File: src/rtl/mem_port_arbiter.sv
// mem_port_arbiter: shares one memory port between a fetch and a data
// requester with round-robin grant, misalign reject and fixed latency.
// Ports: clock/reset, if_* fetch side, d_* data side, mem_* shared
// port, gnt_if/gnt_d current owner, busy port occupied.
`timescale 1ns/1ps
module mem_port_arbiter #(
  parameter int MEM_LAT = 2
) (
  input  logic        clock,
  input  logic        reset,
  input  logic        if_req,
  input  logic [63:0] if_addr,
  output logic [31:0] if_rdata,
  output logic        if_done,
  input  logic        d_req,
  input  logic        d_wr,
  input  logic [1:0]  d_size,
  input  logic [63:0] d_addr,
  input  logic [63:0] d_wdata,
  output logic [63:0] d_rdata,
  output logic        d_done,
  output logic        d_misalign,
  output logic [63:0] mem_addr,
  output logic [63:0] mem_wdata,
  output logic [1:0]  mem_size,
  output logic        mem_wr,
  input  logic [63:0] mem_rdata,
  output logic        gnt_if,
  output logic        gnt_d,
  output logic        busy
);

  typedef enum logic [2:0] {
    IDLE, READ, WRITE, RESP, MISAL
  } state_t;

  localparam logic [2:0] LAT_M1 = 3'(MEM_LAT - 1);

  state_t      r_state;
  logic [2:0]  r_cnt;
  logic        r_own_d;
  logic        r_wr;
  logic        r_last_if;
  logic        r_if_done;
  logic        r_d_done;
  logic        r_d_mis;
  logic [31:0] r_if_rdata;
  logic [63:0] r_d_rdata;
  logic [63:0] r_mem_addr;
  logic [63:0] r_mem_wdata;
  logic [1:0]  r_mem_size;
  logic        r_mem_wr;
  logic        r_gnt_if;
  logic        r_gnt_d;

  logic w_if_ok;
  logic w_d_ok;
  logic w_pick_d;
  logic w_pick_if;
  logic w_mis;

  // A requester whose done is pulsing this cycle has not yet seen it,
  // so its still-high req is not a new request until the next cycle.
  assign w_if_ok   = if_req & ~r_if_done;
  assign w_d_ok    = d_req & ~r_d_done;
  assign w_pick_d  = w_d_ok & (~w_if_ok | r_last_if);
  assign w_pick_if = w_if_ok & ~w_pick_d;

  always_comb begin
    w_mis = 1'b0;
    unique case (d_size)
      2'd0: w_mis = 1'b0;
      2'd1: w_mis = d_addr[0];
      2'd2: w_mis = |d_addr[1:0];
      2'd3: w_mis = |d_addr[2:0];
      default: w_mis = 1'b0;
    endcase
  end

  always_ff @(posedge clock) begin
    if (reset) begin
      r_state     <= IDLE;
      r_cnt       <= '0;
      r_own_d     <= 1'b0;
      r_wr        <= 1'b0;
      r_last_if   <= 1'b1;
      r_if_done   <= 1'b0;
      r_d_done    <= 1'b0;
      r_d_mis     <= 1'b0;
      r_if_rdata  <= '0;
      r_d_rdata   <= '0;
      r_mem_addr  <= '0;
      r_mem_wdata <= '0;
      r_mem_size  <= '0;
      r_mem_wr    <= 1'b0;
      r_gnt_if    <= 1'b0;
      r_gnt_d     <= 1'b0;
    end else begin
      r_if_done <= 1'b0;
      r_d_done  <= 1'b0;
      r_d_mis   <= 1'b0;
      r_mem_wr  <= 1'b0;
      unique case (r_state)
        IDLE: begin
          r_gnt_if <= w_pick_if;
          r_gnt_d  <= w_pick_d;
          if (w_pick_d) begin
            r_last_if <= 1'b0;
            r_own_d   <= 1'b1;
            r_wr      <= d_wr;
            if (w_mis) begin
              r_state <= MISAL;
            end else begin
              r_mem_addr  <= d_addr;
              r_mem_size  <= d_size;
              r_mem_wdata <= d_wdata;
              if (d_wr) begin
                r_mem_wr <= 1'b1;
                r_state  <= WRITE;
              end else begin
                r_cnt   <= LAT_M1;
                r_state <= READ;
              end
            end
          end else if (w_pick_if) begin
            r_last_if  <= 1'b1;
            r_own_d    <= 1'b0;
            r_wr       <= 1'b0;
            r_mem_addr <= if_addr;
            r_mem_size <= 2'd2;
            r_cnt      <= LAT_M1;
            r_state    <= READ;
          end
        end
        READ: begin
          if (r_cnt == 3'd0) r_state <= RESP;
          else r_cnt <= r_cnt - 3'd1;
        end
        WRITE: r_state <= RESP;
        RESP: begin
          r_state <= IDLE;
          if (r_own_d) begin
            r_d_done <= 1'b1;
            if (!r_wr) r_d_rdata <= mem_rdata;
          end else begin
            r_if_done  <= 1'b1;
            r_if_rdata <= mem_rdata[31:0];
          end
        end
        MISAL: begin
          r_state  <= IDLE;
          r_d_done <= 1'b1;
          r_d_mis  <= 1'b1;
        end
        default: r_state <= IDLE;
      endcase
    end
  end

  assign if_rdata   = r_if_rdata;
  assign if_done    = r_if_done;
  assign d_rdata    = r_d_rdata;
  assign d_done     = r_d_done;
  assign d_misalign = r_d_mis;
  assign mem_addr   = r_mem_addr;
  assign mem_wdata  = r_mem_wdata;
  assign mem_size   = r_mem_size;
  assign mem_wr     = r_mem_wr;
  assign gnt_if     = r_gnt_if;
  assign gnt_d      = r_gnt_d;
  assign busy       = (r_state != IDLE);

endmodule

File: config.mk
export PLATFORM = sky130hd
export DESIGN_NAME = mem_port_arbiter
export DESIGN_NICKNAME = d
export VERILOG_FILES = /design/src/rtl/mem_port_arbiter.sv
export SDC_FILE = /design/constraint.sdc
export NUM_CORES = 1
export LEC_CHECK = 0
export ABC_CLOCK_PERIOD_IN_PS = 1700
export CAP_MARGIN = 25
export CORE_AREA = 10 10 183 185
export CTS_CLUSTER_DIAMETER = 80
export CTS_CLUSTER_SIZE = 25
export DETAILED_ROUTE_END_ITERATION = 16
export DIE_AREA = 0 0 193 195
export PLACE_DENSITY = 0.75
export SYNTH_ARGS = -nofsm -noshare
export SYNTH_HDL_FRONTEND = slang
export SYNTH_SLANG_ARGS = --single-unit
File: constraint.sdc
create_clock -name clock -period 1.7 [get_ports clock]
set_clock_uncertainty 0.2 [all_clocks]
set_input_delay 0.17 -clock clock [delete_from_list [all_inputs] [get_ports clock]]
set_output_delay 0.17 -clock clock [all_outputs]
set_load 0.05 [all_outputs]
# ---- After elaboration in Yosys (flattened, before gate mapping)
# Index checks and enable logic that the tools add are counted.
dict set report classes {
  addsub 1
  eq_ne 13
  muxes 28
  bitwise_logic 14
  n_reduce_logical 17
}
# operator count
set op_table {}
lappend op_table {{two-way mux 64 bit} 3}
lappend op_table {{two-way mux 3 bit} 8}
lappend op_table {{two-way mux 1 bit} 9}
lappend op_table {{inequality test 3 bit (second input constant)} 3}
lappend op_table {{inverter 1 bit} 9}
lappend op_table {{case mux 3 bit (3 select lines)} 1}
lappend op_table {{AND reduction 3 bit} 3}
lappend op_table {{two-way mux 2 bit} 4}
lappend op_table {{equality test 3 x 2 -> 1 bit (second input constant)} 2}
lappend op_table {{logical NOT 3 bit} 2}
lappend op_table {{inequality test 2 bit (second input constant)} 3}
lappend op_table {{case mux 3 bit (2 select lines)} 1}
lappend op_table {{AND reduction 2 bit} 3}
lappend op_table {{AND reduction 5 bit} 1}
lappend op_table {{AND 1 bit} 4}
lappend op_table {{equality test 2 bit (second input constant)} 2}
lappend op_table {{case mux 1 bit (4 select lines)} 1}
lappend op_table {{nonzero test 2 bit} 2}
lappend op_table {{OR reduction 2 bit} 2}
lappend op_table {{OR reduction 4 bit} 1}
lappend op_table {{equality test 3 x 1 -> 1 bit (second input constant)} 1}
lappend op_table {{equality test 3 bit (second input constant)} 1}
lappend op_table {{nonzero test 3 bit} 1}
lappend op_table {{OR reduction 3 bit} 1}
lappend op_table {{other kinds (5)} 5}
dict set report word_totals {
  reg_bits 241
  in_bits 263
  output_inout_bits 233
  elab_cells 89
}

# ---- Depth between registers and ports, before layout
# Gate-level depths: netlist of the first run.
dict set report depth {
  word_depth 10
  depth_mapped 7
  mapped_depth_nobuf 7
}

# ---- Least setup slack after synthesis of the first run
# No wires, ideal clock.
dict set report synth_path {
  path_type {register to register}
  startpoint {register r_d_done (netlist: d_done)}
  endpoint {register r_mem_addr[13] (netlist: mem_addr[13])}
  setup_ns 0.086
  arrival_ns 1.698
  required_time_ns 1.414
  slack_ns -0.283
  stages_incl_launch_ff 8
  path_buffers 2
  period_less_slack_ns 1.983
  path_cell_list {dfxtp_1 > nand2b_1 > nor2_4 > a21oi_1 > nor2_1 > buf_2 > buf_2 > a211oi_1}
}
dict set report synth_between {
  elab_chain_len 7
  word_cells_on_any_way 9
  cone_classes {1 x eq/ne; 1 x mux; 5 x bitwise; 2 x reduce/logical}
}
# item line
set synth_rtl {}
lappend synth_rtl {{start: declaration} 45} ;# logic r_d_done;
lappend synth_rtl {{start signal: assignment} 88} ;# r_d_done <= 1'b0;
lappend synth_rtl {{start signal: assignment} 100} ;# r_d_done <= 1'b0;
lappend synth_rtl {{start signal: assignment} 143} ;# r_d_done <= 1'b1;
lappend synth_rtl {{inverter 1 bit (*)} 65} ;# assign w_d_ok = d_req & ~r_d_done;
lappend synth_rtl {{AND 1 bit (*)} 65}
lappend synth_rtl {{AND 1 bit (*)} 66} ;# assign w_pick_d = w_d_ok & (~w_if_ok | r_last_if);
lappend synth_rtl {{inverter 1 bit (no source line)} n/a}
lappend synth_rtl {{AND 1 bit} 67} ;# assign w_pick_if = w_if_ok & ~w_pick_d;
lappend synth_rtl {{nonzero test 2 bit (no source line)} n/a}
lappend synth_rtl {{AND reduction 3 bit (no source line)} n/a}
lappend synth_rtl {{end signal: assignment} 114} ;# r_mem_addr <= d_addr;
lappend synth_rtl {{end signal: assignment} 129} ;# r_mem_addr <= if_addr;
lappend synth_rtl {{end: declaration} 49} ;# logic [63:0] r_mem_addr;
# Mark *: on every way between the ends. The rest lies on a longest branch, timed or not.
# A chain may end at the register's enable or synchronous reset.

# ---- Worst setup path after layout of the first run
dict set report layout_path {
  startpoint {register r_d_done (netlist: d_done)}
  endpoint {register r_mem_wdata[35] (netlist: mem_wdata[35])}
}
dict set report layout_between {
  elab_chain_len 4
}
# item line
set layout_rtl {}
lappend layout_rtl {{inverter 1 bit} 65}
lappend layout_rtl {{AND 1 bit} 65}
lappend layout_rtl {{AND 1 bit} 66}
lappend layout_rtl {{AND reduction 3 bit (no source line)} n/a}
lappend layout_rtl {{end signal: assignment} 116} ;# r_mem_wdata <= d_wdata;
lappend layout_rtl {{end: declaration} 50} ;# logic [63:0] r_mem_wdata;
# No other way between the ends.

==> flow_metrics.tcl, run 1 <==
set metrics [dict create \
    status "finished with violations" \
    violations "negative setup slack" \
    timing.final.ws_setup_ns -0.131 \
    layout-drive-gt1-share 0.315 \
    synth_area_per_cell_um2 8.46 \
    multi_input_area_um2 4590 \
    critPathKind "reg2reg" \
    cts_buffers 14 \
    dr.pass1.iters 5 \
    synthSimpleGateAreaFrac 0.158 \
    top_usage_layer "met2" \
    synth-edff-count 0 \
    synthArstFlopShare 0 \
    dpl_cell_area_um2 14400 \
    p_switching_mw 7.87 \
    cts-root-buf "clkbuf_16" \
    hpwl_um 29200 \
    synth_top_cell_by_area "dfxtp_1" \
    synth_top_area_share 0.528 \
    area_growth_pct 82.5 \
    irDropWorstVdd_mv 0.639 \
    grt_pass1_wl_um 58200 \
    gr-usage-met1 0.220 \
    cp_cell_sequence "nand2b_4 > nor2_4 > and3_4 > buf_12 > buf_12 > nand2_2 > a21oi_1" \
    drt_iter0_drc 462 \
    ys_seq_area_frac 0.528 \
    route.detailed.drc 0 \
    crit_path_start_kind "flip-flop" \
    slew_headroom 0.751 \
    ys_warn_count 0 \
    antenna_left 0 \
    syn_nets 1346 \
    path_delay_family "simple AND/OR/NAND/NOR gates" \
    min_from "d_wdata[47]" \
    cellPowerDensity_nw_per_um2 1160 \
    place.gp.congestion 0.847 \
    critPathMostFrequentCell "buf_12" \
    clockBufferDepth 3 \
    cap_violations 0 \
    final_area_um2 16700 \
    finalHoldViolCount 0 \
    cp_slowest_stage_delay_ns 0.35 \
    ys.flop_type "dfxtp_1" \
    cp.buffers_inverters 2 \
    wl_per_cell_um 21.4 \
    cts.sinks 241 \
    io_buffers 495 \
    r2r-end "mem_wdata[35]$_SDFFE_PP0P_" \
    synth_fa_ha_area_frac 0.00274 \
    globalRouteMet2Util 0.344 \
    grt_antenna_before_repair 2 \
    grt_max_degree 60 \
    syn_area_um2 9140 \
    layout.nets 1897 \
    totalWireLength_um 43500 \
    end_kind "flip-flop" \
    synth.distinct_cells 39 \
    period_share 1.08 \
    fmax_mhz 546 \
    synth_compound_area_frac 0.195 \
    die_h_um 195 \
    fin_crit_ns 1.83 \
    arrival_ns 2.05 \
    worst_pin_slew_ns 0.373 \
    num_vias 10025 \
    power.share.clock 0.191 \
    overflow 0 \
    cts_max_level 1 \
    num_rows 64 \
    grt_pass1_vias 9765 \
    dieArea_um2 37600 \
    fill_cells 2611 \
    rsz0062_at_grt "true" \
    r2r_slack_ns -0.13 \
    slew_violations 0 \
    viasPerCell 4.92 \
    synth-xor-area-share 0 \
    hold_ws_ns 0.0138 \
    worst_ep_required_time_ns 1.92 \
    ioPinCount 496 \
    switching_share 0.406 \
    synth.area.top_cells "dfxtp_1, nand2_1, a21oi_1, mux2i_1, a211oi_1" \
    hold_path_class "in2reg" \
    comb_power_share 0.456 \
    initial_core_util 0.304 \
    r2r_cells 7 \
    clk_pin_slew_ns 0.10 \
    synth_most_common_cell "nand2_1" \
    fp.dieW_um 193 \
    p_int_mw 11.5 \
    synth_mux_area_frac 0.0701 \
    min_to "mem_wdata[47]$_SDFFE_PP0P_" \
    synth_top_family_by_area "compound AO/OA/AOI/OAI gates" \
    leakage_nw 6.63 \
    track_usage 0.196 \
    syn_inst 1081 \
    r2r-start "d_done$_SDFF_PP0_" \
    synth-seq-cells 241 \
    core_area_um2 30000 \
    insertion_delay_ns 0.49 \
    crit_path_top_delay_cell "dfxtp_4" \
    finalSetupViolCount 230 \
    pwr-share-seq 0.353 \
    whs_path_depth 3 \
    path_max_fanout 9 \
    cts_tree "built" \
    synth_common_cells "nand2_1, dfxtp_1, a21oi_1" \
    grtUsageMet3 0.0606 \
    ff_latch_area_um2 4840 \
]
worst max path at each step:
stage,startpoint,end,slack (ns),depth (start not counted)
after global placement,if_req,mem_addr[24]$_SDFFE_PP0P_,-0.44,7
after global routing,d_done$_SDFF_PP0_,mem_wdata[35]$_SDFFE_PP0P_,-0.21,7
after detailed placement,d_size[0],mem_wdata[61]$_SDFFE_PP0P_,-0.49,8
final,d_done$_SDFF_PP0_,mem_wdata[35]$_SDFFE_PP0P_,-0.13,7
after floorplan,r_state[2]$_SDFFE_PP0P_,d_rdata[34]$_SDFFE_PP0P_,-0.004,7
after CTS,d_done$_SDFF_PP0_,mem_addr[14]$_SDFFE_PP0P_,-0.12,6
logic make-up (layout without fill, tap and decap cells):
logic type | Yosys count | in the layout
simple gates | 364 | 364
compound gates | 316 | 316
flops | 241 | 241
buf+inv | 94 | 651
mux | 64 | 64
fa+ha+maj | 2 | 2
other cells | 0 | 2
per-stage QoR:
step	util	total power, mW	std cells	setup slack (ns)	TNS, ns
6_report	0.556	19.4	2036	-0.131	-16.98
5_1_grt	0.556	20.2	2036	-0.214	-34.98
4_1_cts	0.515	18.8	1999	-0.118	-12.09
3_5_place_dp	0.481	14.5	1942	-0.493	-61.07
3_3_place_gp	0.481	14.4	1942	-0.439	-55.25
2_1_floorplan	-	11.5	1081	-0.00382	-0.0382
sequential cells by signal, indices dropped and copies added (netlist names), 2 cells and up:
signal	count
mem_addr	64
mem_size	2
r_cnt	3
if_rdata	32
mem_wdata	64
r_state	3
d_rdata	64
cell type report:
type | count | area share
diodes | 2 | 0.000300
clock buffers | 19 | 0.0234
well taps | 396 | 0.0297
flip-flops and latches | 241 | 0.290
repair buffers | 624 | 0.378
inverters | 5 | 0.00127
clock inverters | 3 | 0.00217
multi-input cells | 746 | 0.275
cell usage in the layout (no fill, tap or decap), drive strengths merged, types with 2 or more instances in the layout:
cell             n
a31oi            2
a21o             2
nand2          330
nand2b           4
inv              8
nand3            3
a211oi          67
nor3             3
clkbuf          36
diode            2
dlygate4sd3     21
clkdlybuf4s50  261
dfxtp          241
nand4b           2
ha               2
o21ai            4
a21oi          235
nor2            13
nor3b            2
buf            325
mux2i           64
worst reg2reg max path, stage by stage (launching register included):
cell and delay [ns]:
dfxtp_4 0.35, nand2b_4 0.15, nor2_4 0.21, and3_4 0.32, buf_12 0.18, buf_12 0.15, nand2_2 0.06, a21oi_1 0.15
power by group through the flow:
stage / Combinational [mW] / Sequential [mW] / Clock (mW)
floorplan: 2.37 / 9.15 / 0
global route: 9.29 / 6.93 / 4.02
finish: 8.83 / 6.84 / 3.69
CTS: 8.13 / 6.83 / 3.81
global placement: 7.53 / 6.91 / 0
detailed placement: 7.60 / 6.94 / 0
timing repair:
action / in CTS / in global routing
hold buffers: 21 / 0
hold endpoints to repair: 41 / 0
pin swaps: 6 / 59
resized for setup: 30 / 161
endpoints found under the setup margin: 194 / 205
buffers inserted: 7 / 13
cloned: 7 / 22
per-layer routing:
layer	part of all wire	vias to the layer above
li1	-	4776
met1	0.38	4757
met2	0.50	430
met3	0.089	62
met4	0.028	0
met5	0	-
Note: power is estimated with default switching activity, not from simulation.
==> run 2: changes to the inputs <==
ABC_CLOCK_PERIOD_IN_PS = default   (was 1700)
CTS_CLUSTER_DIAMETER = 60   (was 80)
SLEW_MARGIN = 20   (was default)
==> run 2 against run 1 <==
The flow still finishes with violations (negative setup slack). Non-clock buffer count rose by 72. Combinational power is 3.5% higher. Utilization grew 4.9 points. Largest cell class unchanged. Largest power group unchanged.
==> flow_metrics.tcl, run 2 (synthesis results as in run 1) <==
set metrics [dict create \
    leakage_nw 7.39 \
    grt_pass1_vias 10258 \
    status "finished with violations" \
    cts_tree "built" \
    ff_latch_area_um2 4840 \
    cellPowerDensity_nw_per_um2 1200 \
    initial_core_util 0.304 \
    core_area_um2 30000 \
    violations "negative setup slack" \
    drt_iter0_drc 553 \
    layout.nets 1978 \
    irDropWorstVdd_mv 0.809 \
    crit_path_start_kind "flip-flop" \
    finalSetupViolCount 169 \
    min_to "mem_wdata[33]$_SDFFE_PP0P_" \
    grt_antenna_before_repair 2 \
    fp.dieW_um 193 \
    ioPinCount 496 \
    io_buffers 495 \
    cts_max_level 1 \
    area_growth_pct 98.6 \
    track_usage 0.202 \
    wl_per_cell_um 22.4 \
    arrival_ns 2.04 \
    slew_headroom 0.776 \
    end_kind "flip-flop" \
    overflow 0 \
    fill_cells 2412 \
    grt_max_degree 60 \
    fmax_mhz 539 \
    die_h_um 195 \
    finalHoldViolCount 0 \
    hold_path_class "in2reg" \
    dieArea_um2 37600 \
    hold_ws_ns 0.0238 \
    layout_common_cells "buf_4, clkdlybuf4s50_1, nand2_1" \
    totalWireLength_um 47600 \
    num_vias 10712 \
    viasPerCell 5.03 \
    multi_input_area_um2 4870 \
    hpwl_um 29200 \
    period_share 1.09 \
    clk_pin_slew_ns 0.09 \
    layout_commonest_cell "buf_4" \
    min_from "d_wdata[33]" \
    grt_pass1_wl_um 60000 \
    antenna_left 0 \
    cap_violations 0 \
    cts_buffers 22 \
    preCtsSetupSlack_ns -0.493 \
    place.gp.congestion 0.847 \
    rsz0062_at_grt "true" \
    cts-root-buf "clkbuf_16" \
    fin_crit_ns 1.86 \
    r2r_cells 7 \
    insertion_delay_ns 0.52 \
    whs_path_depth 3 \
    clockBufferDepth 3 \
    r2r_slack_ns -0.16 \
    critPathKind "reg2reg" \
    num_rows 64 \
    timing.final.ws_setup_ns -0.156 \
    layout-drive-gt1-share 0.341 \
    route.detailed.drc 0 \
    worst_pin_slew_ns 0.326 \
    cts.sinks 241 \
    slew_violations 0 \
    dr.pass1.iters 5 \
    worst_ep_required_time_ns 1.89 \
    r2r-end "mem_addr[55]$_SDFFE_PP0P_" \
    path_max_fanout 37 \
    r2r-start "d_done$_SDFF_PP0_" \
]
[run 2: worst max-delay path by stage]
stage,from,slack [ns],cells after the start,to
2_1_floorplan,r_state[2]$_SDFFE_PP0P_,-0.004,7,d_rdata[34]$_SDFFE_PP0P_
3_3_place_gp,if_req,-0.44,7,mem_addr[24]$_SDFFE_PP0P_
3_5_place_dp,d_size[0],-0.49,8,mem_wdata[61]$_SDFFE_PP0P_
4_1_cts,d_done$_SDFF_PP0_,-0.11,7,mem_addr[28]$_SDFFE_PP0P_
5_1_grt,r_last_if$_SDFFE_PP1P_,-0.25,7,mem_addr[14]$_SDFFE_PP0P_
6_report,d_done$_SDFF_PP0_,-0.16,7,mem_addr[55]$_SDFFE_PP0P_
[run 2: critical path, stage by stage, from the launching register on]
cell,delay (ns)
dfxtp_4,0.35
nand2b_4,0.15
nor2_4,0.24
buf_4,0.17
a21oi_4,0.06
nor2_4,0.17
buf_12,0.25
a211oi_1,0.10
[run 2: per-stage QoR]
step / cells / TNS, ns / power, mW / utilization / area [um^2]
3_3_place_gp: 1942 / -55.25 / 14.4 / 0.481 / 14400
4_1_cts: 2081 / -8.75 / 20.7 / 0.549 / 16500
6_report: 2128 / -14.80 / 21.8 / 0.605 / 18200
2_1_floorplan: 1081 / -0.0382 / 11.5 / - / 9270
3_5_place_dp: 1942 / -61.07 / 14.5 / 0.481 / 14400
5_1_grt: 2128 / -26.91 / 22.7 / 0.605 / 18200
[run 2: routing by layer]
layer  routed length [um]  GRT usage
met5                    0          0
met4                 1970     0.0787
met3                 4320     0.0593
met2                24000      0.355
met1                17300      0.222
[run 2: final cells by class]
class / count / share of cell area
Clock inverter: 16 / 0.0159
Sequential cell: 241 / 0.267
Timing Repair Buffer: 696 / 0.388
Clock buffer: 24 / 0.0319
Antenna cell: 3 / 0.000413
Inverter: 5 / 0.00117
Tap cell: 396 / 0.0273
Multi-Input combinational cell: 747 / 0.268
[run 2: power by group]
group          leakage, nW  switching [mW]  internal, mW
Combinational         5.01            5.52          3.62
Clock                0.418            2.78          3.06
Sequential            1.96           0.478          6.37
Total                 7.39            8.78          13.1
[run 2: timing repair]
action | in CTS | in global routing
cloned | 6 | 31
hold buffers | 82 | 0
gates resized for setup | 27 | 259
setup buffers | 11 | 16
endpoints found under the setup margin | 197 | 229
endpoints found under the hold margin | 101 | 0
pin swaps | 5 | 116
